===== config.mk =====
export PLATFORM = sky130hd
export DESIGN_NAME = obi_conf_sequencer
export DESIGN_NICKNAME = d
export VERILOG_FILES = /design/src/rtl/obi_conf_sequencer.sv
export SDC_FILE = /design/constraint.sdc
export NUM_CORES = 1
export LEC_CHECK = 0
export CAP_MARGIN = 20
export CORE_MARGIN = 1
export CORE_UTILIZATION = 25
export DETAILED_ROUTE_END_ITERATION = 7
export HOLD_SLACK_MARGIN = 0.03
export PLACE_DENSITY_LB_ADDON = 0.25
export SLEW_MARGIN = 20
export SYNTH_ARGS = -nofsm -noshare
export SYNTH_HDL_FRONTEND = slang
export SYNTH_SLANG_ARGS = --single-unit
export TNS_END_PERCENT = 100

===== constraint.sdc =====
create_clock -name clk_i -period 5.6 [get_ports clk_i]
set_clock_uncertainty 0.15 [all_clocks]
set_input_delay 1.12 -clock clk_i [delete_from_list [all_inputs] [get_ports clk_i]]
set_output_delay 1.12 -clock clk_i [all_outputs]
set_load 0.1 [all_outputs]

===== src/rtl/obi_conf_sequencer.sv =====
// obi_conf_sequencer: OBI master that replays a register-write table, then polls a done register
// Ports: clk_i/rst_ni (async active-low); tbl_we_i/tbl_idx_i/tbl_addr_i/tbl_data_i load the write
// table while idle; num_i/start_i launch a sequence; busy_o/done_o/err_o report status;
// obi_* is the OBI master side (one outstanding transaction).
// Build option: define TIMEOUT_EN for a TMO_W-bit watchdog that aborts into sticky err_o.
module obi_conf_sequencer #(
    parameter int                DEPTH      = 8,
    parameter int                ADDR_W     = 32,
    parameter int                DATA_W     = 32,
    parameter logic [ADDR_W-1:0] POLL_ADDR  = 32'h20,
    parameter logic [DATA_W-1:0] POLL_MASK  = 32'h1,
    parameter logic [DATA_W-1:0] POLL_VALUE = 32'h1,
    parameter int                POLL_GAP   = 16,
    parameter int                TMO_W      = 24,
    localparam int               AW         = DEPTH > 1 ? $clog2(DEPTH) : 1,
    localparam int               NW         = AW + 1
) (
    input  logic                clk_i,
    input  logic                rst_ni,
    input  logic                tbl_we_i,
    input  logic [AW-1:0]       tbl_idx_i,
    input  logic [ADDR_W-1:0]   tbl_addr_i,
    input  logic [DATA_W-1:0]   tbl_data_i,
    input  logic [NW-1:0]       num_i,
    input  logic                start_i,
    output logic                busy_o,
    output logic                done_o,
    output logic                err_o,
    output logic                obi_req_o,
    output logic                obi_we_o,
    output logic [DATA_W/8-1:0] obi_be_o,
    output logic [ADDR_W-1:0]   obi_addr_o,
    output logic [DATA_W-1:0]   obi_wdata_o,
    input  logic                obi_gnt_i,
    input  logic                obi_rvalid_i,
    input  logic [DATA_W-1:0]   obi_rdata_i
);
    localparam int GW = POLL_GAP > 0 ? $clog2(POLL_GAP + 1) : 1;
    typedef enum logic [2:0] {IDLE, WR_REQ, WR_RSP, RD_REQ, RD_RSP, POLL_WAIT, DONE} state_t;
    state_t            state_q, state_d;
    logic [ADDR_W-1:0] tbl_addr_q [DEPTH];
    logic [DATA_W-1:0] tbl_data_q [DEPTH];
    logic [NW-1:0]     num_q, num_d, idx_q, idx_d, idx_inc, num_clamp;
    logic [GW-1:0]     gap_q, gap_d;
    logic              match;
    assign num_clamp = num_i > NW'(DEPTH) ? NW'(DEPTH) : num_i;
    assign idx_inc   = idx_q + NW'(1);
    assign match     = (obi_rdata_i & POLL_MASK) == POLL_VALUE;
`ifdef TIMEOUT_EN
    logic [TMO_W-1:0] tmo_q, tmo_d;
    logic             err_q, err_d;
`endif
    always_comb begin
        state_d = state_q;
        num_d   = num_q;
        idx_d   = idx_q;
        gap_d   = gap_q;
        case (state_q)
            IDLE: begin
                num_d   = start_i ? num_clamp : num_q;
                idx_d   = start_i ? '0 : idx_q;
                state_d = !start_i ? IDLE : num_clamp != '0 ? WR_REQ : RD_REQ;
            end
            WR_REQ: state_d = obi_gnt_i ? WR_RSP : WR_REQ;
            WR_RSP: begin
                idx_d   = obi_rvalid_i ? idx_inc : idx_q;
                state_d = !obi_rvalid_i ? WR_RSP : idx_inc == num_q ? RD_REQ : WR_REQ;
            end
            RD_REQ: state_d = obi_gnt_i ? RD_RSP : RD_REQ;
            RD_RSP: begin
                gap_d   = GW'(POLL_GAP);
                state_d = !obi_rvalid_i ? RD_RSP : match ? DONE : POLL_GAP == 0 ? RD_REQ : POLL_WAIT;
            end
            POLL_WAIT: begin
                gap_d   = gap_q - GW'(1);
                state_d = gap_q == '0 ? RD_REQ : POLL_WAIT;
            end
            default: state_d = IDLE;
        endcase
`ifdef TIMEOUT_EN
        // A matching response in the expiry cycle still completes normally.
        tmo_d = state_q == IDLE ? '0 : tmo_q + TMO_W'(1);
        err_d = state_q == IDLE && start_i ? 1'b0 : err_q;
        if (&tmo_q && state_q != IDLE && state_q != DONE && !(state_q == RD_RSP && obi_rvalid_i && match)) begin
            state_d = IDLE;
            err_d   = 1'b1;
        end
`endif
    end
    always_ff @(posedge clk_i or negedge rst_ni) begin
        if (!rst_ni) begin
            state_q <= IDLE;
            num_q   <= '0;
            idx_q   <= '0;
            gap_q   <= '0;
`ifdef TIMEOUT_EN
            tmo_q   <= '0;
            err_q   <= 1'b0;
`endif
        end else begin
            state_q <= state_d;
            num_q   <= num_d;
            idx_q   <= idx_d;
            gap_q   <= gap_d;
`ifdef TIMEOUT_EN
            tmo_q   <= tmo_d;
            err_q   <= err_d;
`endif
        end
    end
    always_ff @(posedge clk_i or negedge rst_ni) begin
        if (!rst_ni) begin
            for (int i = 0; i < DEPTH; i++) begin
                tbl_addr_q[i] <= '0;
                tbl_data_q[i] <= '0;
            end
        end else if (tbl_we_i && state_q == IDLE) begin
            tbl_addr_q[tbl_idx_i] <= tbl_addr_i;
            tbl_data_q[tbl_idx_i] <= tbl_data_i;
        end
    end
`ifdef TIMEOUT_EN
    assign err_o = err_q;
`else
    assign err_o = 1'b0;
`endif
    assign busy_o      = state_q != IDLE;
    assign done_o      = state_q == DONE;
    assign obi_req_o   = state_q == WR_REQ || state_q == RD_REQ;
    assign obi_we_o    = state_q == WR_REQ;
    assign obi_be_o    = '1;
    assign obi_addr_o  = state_q == RD_REQ ? POLL_ADDR : state_q == WR_REQ ? tbl_addr_q[idx_q[AW-1:0]] : '0;
    assign obi_wdata_o = state_q == WR_REQ ? tbl_data_q[idx_q[AW-1:0]] : '0;
endmodule


# Word level (Yosys, flattened, before mapping)
# Index checks and enable logic that the tools add are counted.
[classes] n_reduce_logical=11 n_div=0 mux=28 shifts=0 n_bitwise=2 n_lt_le_gt_ge=4 mul=0 eq_ne=9 n_addsub=2
[ops] op="256-bit bitwise mux" count=2
[ops] op="32-bit two-way mux" count=8
[ops] op="32-bit binary-select mux with 3-bit select" count=2
[ops] op="32-bit demux with 3-bit select" count=1
[ops] op="3-bit case mux with 6 select lines" count=1
[ops] op="2-bit two-way mux" count=7
[ops] op="4-bit two-way mux" count=3
[ops] op="5-bit case mux with 2 select lines" count=1
[ops] op="3-bit equality test, second input constant" count=3
[ops] op="4-bit greater-or-equal comparator, second input constant" count=2
[ops] op="3-bit NOT with 4-bit output" count=2
[ops] op="4-bit case mux with 2 select lines" count=1
[ops] op="3-bit by 2-bit equality test with 1-bit output, second input constant" count=2
[ops] op="3-bit two-way mux" count=2
[ops] op="5-bit zero test" count=1
[ops] op="5-bit by 1-bit subtractor with 5-bit output, second input constant" count=1
[ops] op="4-bit by 1-bit adder with 4-bit output, second input constant" count=1
[ops] op="4-bit equality test" count=1
[ops] op="4-bit greater-than comparator, second input constant" count=1
[ops] op="4-bit by 1-bit < comparator with 1-bit output, second input constant" count=1
[ops] op="2-bit != test, second input constant" count=2
[ops] op="2-bit nonzero test" count=2
[ops] op="4-bit nonzero test" count=1
[ops] op="3-bit by 1-bit equality test with 1-bit output, second input constant" count=1
[ops] op="6 further kinds" count=7
[totals] mem_count=0 inputBits=109 ff_bits=528 ramBits=0 word_cells=76 rom_bits=0 output_inout_bits=73 latch_bits=0

# Logic depth before layout (Yosys ltp)
# Gate-level depths: netlist of run 1.
[depth] word_depth=6 mapped_depth=7 ltp_nobuf=6

# Worst setup path before layout of run 1
# No wires, ideal clock.
[synth_path] kind="flip-flop to output port" from="register idx_q[0]" to="output obi_addr_o[5]" slack_ns=1.201 path_stages_with_launch=6 t_arrival_ns=3.129 required_time_ns=4.330 n_path_buf=2 cell_sequence="dfrtp_1 -> clkbuf_1 -> buf_2 -> mux4_2 -> nor3_1 -> nor3_1"
[synth_via] elab_chain_cells=6
[synth_lines] element="start, declared" line_no="43" rtl="logic [NW-1:0] num_q, num_d, idx_q, idx_d, idx_inc, num_clamp;"
[synth_lines] element="start signal, assigned" line_no="103" rtl="idx_q <= idx_d;"
[synth_lines] element="3-bit NOT with 4-bit output (not written as such)" line_no="132" rtl="assign obi_addr_o = state_q == RD_REQ ? POLL_ADDR : state_q == WR_REQ ? tbl_addr_q[idx_q[AW-1:0]] : '0;"
[synth_lines] element="32-bit binary-select mux with 3-bit select" line_no="132"
[synth_lines] element="32-bit two-way mux (not written as such) (2 in a row)" line_no="132"
[synth_lines] element="32-bit two-way mux (2 in a row)" line_no="132"
[synth_lines] element="end, declared" line_no="32" rtl="output logic [ADDR_W-1:0] obi_addr_o,"
# Every way passes these cells. The select of a mux whose other input is x is not followed.

# Worst setup path after layout of run 1
[layout_path] from="register idx_q[0]" to="output obi_wdata_o[24]"
[layout_via] elab_chain_cells=5
[layout_lines] element="3-bit NOT with 4-bit output (not written as such)" line_no="133" rtl="assign obi_wdata_o = state_q == WR_REQ ? tbl_data_q[idx_q[AW-1:0]] : '0;"
[layout_lines] element="32-bit binary-select mux with 3-bit select" line_no="133"
[layout_lines] element="32-bit two-way mux (not written as such) (2 in a row)" line_no="133"
[layout_lines] element="32-bit two-way mux" line_no="133"
[layout_lines] element="end, declared" line_no="33" rtl="output logic [DATA_W-1:0] obi_wdata_o,"
# Every way passes these cells. The select of a mux whose other input is x is not followed.

==> results.txt, run 1 <==
initial core utilization - 0.252
LEAKAGE - 11.9 nW
largest net degree at the start of global routing - 117
Unique masters post-synth - 47
Placement Cell Area - 26900 µm²
Core Footprint - 95200 µm²
number of global-route vias before repair - 15100
Total Routing Usage GR - 0.129
gr ovfl total - 0
gpl congestion - 0.692
outcome - finished, final reports clean
setup ws final - 0.588 ns
Worst-Margin Slew - 0.992 ns
drt via density - 4.52
final WL - 61900 µm
Seq cells post-synth - 528
die area - 97300 µm²
Crit path arrival time - 3.74 ns
ant diodes - 0
drc violations - 0
required time worst endpoint - 4.33 ns
drt first pass iters - 4
Peak VDD IR - 0.356 mV
via count - 13300
Setup Slack @ Placement - 1.16 ns
post-CTS setup buffers - 0
Setup crit start kind - flop
placed instance count - 2837
Reg clk slew, reported paths - 0.06 ns
Post-Synthesis Cell Area - 24000 µm²
FP Rows - 113
Crit. End Element - output port
cells after synthesis - 1500
Slew headroom - 0.337
DR iter-0 viols - 561
Yosys warning count - 0
TNS Setup - 0 ns
global-route wire length before repair - 96600 µm
Final Cell Area - 29000 µm²
Min Clock Period, post-route - 5.01 ns
Die W - 312 µm
Max clock buf depth - 3
async set-reset flop share out of synthesis - 1.00
Cell Pwr Density - 602 nW/µm²
Port Buffers - 145
Final #Nets - 1747
hold-fix buffers at CTS - 0
final setup violation count - 0
Final Util - 0.305
kind of critical path - flop to output port
Hold Vio Cnt, Final - 0
ANT nets after route - 0
crit-path max FO - 21
sequential area share after synthesis - 0.550
Ports - 182
antenna violations before repair - 5
Finished Layout Cells - 2946
CTS H-Tree Depth - 2
post-DR wirelength/cell - 21.0 µm
Layout area overhead - 20.7%
# resized after CTS - 0
clk root buf - clkbuf_16
Avg Cell Area, Syn - 16.0 µm²
post-DP HPWL - 35600 µm
FMAX - 0.200 GHz
insertion delay to the later sink of the worst-skew pair - 0.62 ns
top_reg_cell synth - dfrtp_1
CTS Buf Count - 61
layout cell share with drive strength beyond 1 - 0.473
unrepaired setup endpoints after global routing - false
CTS tree - yes
Chip Height - 312 µm
final worst path period share - 0.895
Post-synth EDFFs - 0
worst hold path class - flop to flop
clock sinks - 528
Max Slew Vio Count - 0
max-cap viol count - 0
[power by group]
part | internal, mW | switching (mW) | total (mW)
Sequential | 5.72 | 1.02 | 6.74
Combinational | 3.20 | 3.37 | 6.57
Clock | 2.56 | 1.59 | 4.15
Total | 11.5 | 5.98 | 17.5
[cell usage in the layout, fill, tap and decap left out, types with 4 or more instances in the layout]
cell type        instances
nand2_1                 14
xnor2_1                  5
conb_1                   5
mux2_2                 504
bufinv_16                7
clkbuf_8                15
nor3b_1                  4
clkdlybuf4s50_1        127
o21ai_0                 11
dfrtp_1                525
clkbuf_16               63
mux2i_1                 65
mux2_1                   9
clkbuf_1                10
nor2_1                  67
inv_1                    6
clkinv_2                10
mux4_2                 128
buf_4                   33
buf_12                  17
nand2b_1                 4
[path summary, 6_finish.rpt]
kind                                            startpoint                          end  slack (ns)  cells past startpoint
worst max-delay path                  idx_q[0]$_DFFE_PN0P_              obi_wdata_o[24]        0.59                      5
worst min-delay path            tbl_addr_q[44]$_DFFE_PN0P_   tbl_addr_q[44]$_DFFE_PN0P_        0.33                      1
worst max register to register        state_q[1]$_DFF_PN0_   tbl_addr_q[10]$_DFFE_PN0P_        2.54                      5
worst min register to register  tbl_addr_q[44]$_DFFE_PN0P_   tbl_addr_q[44]$_DFFE_PN0P_        0.33                      1
max in group asynchronous                           rst_ni  tbl_addr_q[145]$_DFFE_PN0P_        3.67                      2
min in group asynchronous                           rst_ni  tbl_data_q[119]$_DFFE_PN0P_        0.38                      1
[through the flow]
step	hold slack [ns]	total power [mW]
floorplan	0.302	11.7
global placement	0.312	13.2
detailed placement	0.324	13.5
CTS	0.337	17.8
global route	0.359	18.5
finish	0.335	17.5
[sequential cells by signal, summed over array words and instances (netlist names)]
register    cells
tbl_addr_q    256
tbl_data_q    256
gap_q           5
idx_q           4
num_q           4
state_q         3
[Yosys cell counts, types with 2 or more instances]
master      n  area [µm²]
mux2_2    504        5680
nor2_1     67         251
buf_1      11        41.3
ha_1        3        37.5
nand2b_1    4        25.0
clkbuf_1   25        93.8
inv_1       6        22.5
buf_2      42         210
mux4_2    128        2880
nand3_1     2        10.0
and2_1      2        12.5
buf_4      14         105
a22o_1      3        26.3
nor3b_1     6        45.0
xnor2_1     5        43.8
buf_6      17         191
a21oi_1     3        15.0
mux2i_1    65         651
xor2_1      2        17.5
nand2_1    14        52.6
nand3b_1    3        22.5
nor3_1      3        15.0
conb_1      2        7.51
mux2_1      9         101
o21ai_0    11        55.1
dfrtp_1   528       13200
[cell type report]
class | count | area [µm²]
fill | 9344 | 66200
clock inverter | 21 | 293
timing repair buffer | 178 | 1870
sequential | 528 | 13200
tap | 1265 | 1580
inverter | 6 | 22.5
multi-input combinational | 860 | 10200
clock buffer | 88 | 1820
[metal layers]
metal,wire length (µm),share of wire,GRT usage,vias up
li1,-,-,-,5829
met1,27900,0.45,0.170,7209
met2,30700,0.50,0.218,175
met5,67,0.0011,0,-
met3,2140,0.035,0.0249,89
met4,1120,0.018,0.0307,10
[critical path, stage by stage, from the launching register on]
cell	delay, ns
dfrtp_4	0.78
buf_4	0.45
mux4_2	0.56
mux2i_1	0.27
nor2_1	0.07
clkdlybuf4s50_1	0.97
[kinds of logic after synthesis]
| logic type | synth area share |
|---|---|
| mux | 0.388 |
| flops | 0.550 |
| simple gates | 0.0239 |
| buf+inv | 0.0277 |
| compound gates | 0.00636 |
| xor+xnor | 0.00255 |
| fa+ha+maj | 0.00156 |
| other cells | 0.000313 |
No activity file was read; power rests on OpenSTA's default activity.
==> run 2: changes to the inputs <==
Settings changed: GPL_TIMING_DRIVEN set to 0.
==> results.txt, run 2 (same netlist as run 1, synthesis figures left out) <==
outcome - finished, final reports clean (unchanged)
number of global-route vias before repair - 15300 (was 15100)
commonest non-fill, non-tap cell in the layout - dfrtp_1 (unchanged)
Placement Cell Area - 27200 µm² (was 26900 µm²)
post-DR wirelength/cell - 21.1 µm (was 21.0 µm)
Max stage delay cell, worst path - dlygate4sd2_1 (was clkdlybuf4s50_1)
kind of critical path - flop to output port (unchanged)
FF-to-FF setup slack - 2.80 ns (was 2.54 ns)
CTS Buf Count - 60 (was 61)
drt first pass iters - 5 (was 4)
crit path from - idx_q[2]$_DFFE_PN0P_ (was idx_q[0]$_DFFE_PN0P_)
Min Clock Period, post-route - 5.32 ns (was 5.01 ns)
R2R Path Start - state_q[2]$_DFF_PN0_ (was state_q[1]$_DFF_PN0_)
drt via density - 4.52 (about the same)
LEAKAGE - 12.6 nW (was 11.9 nW)
die area - 97300 µm² (unchanged)
via count - 13700 (was 13300)
Layout area overhead - 21.8% (was 20.7%)
CTS H-Tree Depth - 2 (unchanged)
DR iter-0 viols - 647 (was 561)
max-cap viol count - 0 (unchanged)
Worst-Margin Slew - 1.05 ns (was 0.992 ns)
post-CTS setup buffers - 0 (unchanged)
final setup violation count - 0 (unchanged)
FMAX - 0.188 GHz (was 0.200 GHz)
max incr delay on CP - 0.87 ns (was 0.97 ns)
Max Slew Vio Count - 0 (unchanged)
Total Routing Usage GR - 0.133 (was 0.129)
Chip Height - 312 µm (unchanged)
post-DP HPWL - 42100 µm (was 35600 µm)
CTS tree - yes (unchanged)
R2R depth - 6 (was 5)
Cell Pwr Density - 592 nW/µm² (was 602 nW/µm²)
Reg clk slew, reported paths - 0.06 ns (about the same)
drc violations - 0 (unchanged)
Ports - 182 (unchanged)
Final #Nets - 1826 (was 1747)
FP Rows - 113 (unchanged)
most frequent cells in the layout - dfrtp_1 (528), mux2_2 (504), mux4_2 (128) (was dfrtp_1 (525), mux2_2 (504), mux4_2 (128))
Max clock buf depth - 3 (unchanged)
final WL - 63900 µm (was 61900 µm)
Hold Vio Cnt, Final - 0 (unchanged)
global-route wire length before repair - 98400 µm (was 96600 µm)
insertion delay to the later sink of the worst-skew pair - 0.63 ns (was 0.62 ns)
gr ovfl total - 0 (unchanged)
ANT nets after route - 0 (unchanged)
hold-fix buffers at CTS - 0 (unchanged)
crit-path max FO - 10 (was 21)
Crit. End Element - output port (unchanged)
clk root buf - clkbuf_16 (unchanged)
worst hold path class - input port to async pin (was flop to flop)
clock sinks - 528 (unchanged)
largest net degree at the start of global routing - 104 (was 117)
gpl congestion - 0.704 (was 0.692)
Die W - 312 µm (unchanged)
Peak VDD IR - 0.264 mV (was 0.356 mV)
Design Power - 17.3 mW (was 17.5 mW)
Slew headroom - 0.301 (was 0.337)
initial core utilization - 0.252 (unchanged)
Setup crit start kind - flop (unchanged)
crit path capture - obi_wdata_o[20] (was obi_wdata_o[24])
crit path cell chain - clkbuf_1, buf_2, clkdlybuf4s15_1, mux2i_1, nor2_1, dlygate4sd2_1 (was buf_4, mux4_2, mux2i_1, nor2_1, clkdlybuf4s50_1)
final worst path period share - 0.951 (was 0.895)
antenna violations before repair - 13 (was 5)
Final Cell Area - 29200 µm² (was 29000 µm²)
Port Buffers - 143 (was 145)
FF-to-FF End - tbl_data_q[228]$_DFFE_PN0P_ (was tbl_addr_q[10]$_DFFE_PN0P_)
layout cell share with drive strength beyond 1 - 0.466 (was 0.473)
Core Footprint - 95200 µm² (unchanged)
required time worst endpoint - 4.33 ns (about the same)
top flop regs - tbl_addr_q: 256 flops, tbl_data_q: 256 flops, gap_q: 5 flops (unchanged)
Crit path arrival time - 4.05 ns (was 3.74 ns)
run 2: final cells by class:
cell class | instances | area (µm²)
Sequential cell | 528 | 13200
Antenna cell | 2 | 5.00
Tap cell | 1265 | 1580
Fill cell | 9379 | 65900
Multi-Input combinational cell | 860 | 10200
Clock buffer | 93 | 1850
Clock inverter | 14 | 148
Inverter | 6 | 22.5
Timing Repair Buffer | 149 | 1620
Buffer | 109 | 658
run 2: how the worst min path moves through the flow:
stage                                          start                           to  slack, ns  cells after the start
after global placement    tbl_addr_q[46]$_DFFE_PN0P_   tbl_addr_q[46]$_DFFE_PN0P_       0.31                      1
after detailed placement  tbl_data_q[40]$_DFFE_PN0P_   tbl_data_q[40]$_DFFE_PN0P_       0.32                      1
after global routing                          rst_ni  tbl_data_q[185]$_DFFE_PN0P_       0.34                      1
final                                         rst_ni  tbl_data_q[153]$_DFFE_PN0P_       0.31                      1
after floorplan           tbl_addr_q[43]$_DFFE_PN0P_   tbl_addr_q[43]$_DFFE_PN0P_       0.30                      1
after CTS                                     rst_ni         state_q[2]$_DFF_PN0_       0.30                      1
run 2: per-layer routing:
| layer | share of wire | global-route usage | up-vias |
|---|---|---|---|
| li1 | - | - | 5987 |
| met1 | 0.44 | 0.180 | 7371 |
| met4 | 0.021 | 0.0322 | 18 |
| met3 | 0.052 | 0.0278 | 99 |
| met2 | 0.48 | 0.218 | 211 |
| met5 | 0.0018 | 0 | - |
run 2: through the flow:
stage	TNS, ns	hold WS (ns)	setup slack, ns	utilization	instances
2_1_floorplan	0	0.302	1.20	-	1503
3_3_place_gp	-	0.313	-19.83	0.284	2911
6_report	0	0.310	0.277	0.307	3026
5_1_grt	-0.00783	0.342	-0.00783	0.307	3025
3_5_place_dp	0	0.323	0.280	0.286	2917
4_1_cts	0	0.300	0.00139	0.307	3024
run 2: repair_timing:
action,in CTS,in global routing
endpoints found under the hold margin,0,0
gates resized for setup,38,26
setup endpoints to repair,60,26
run 2: power breakdown:
group | switching [mW] | internal, mW
clock network | 1.60 | 2.34
logic | 3.60 | 3.15
registers | 0.901 | 5.72
run 2: critical path, delay by kind of cell (launching register included):
family | cells | cell delay (ns)
DFF | 1 | 0.32
muxes | 1 | 0.32
and+or+nand+nor | 1 | 0.16
buffers and inverters | 4 | 2.61
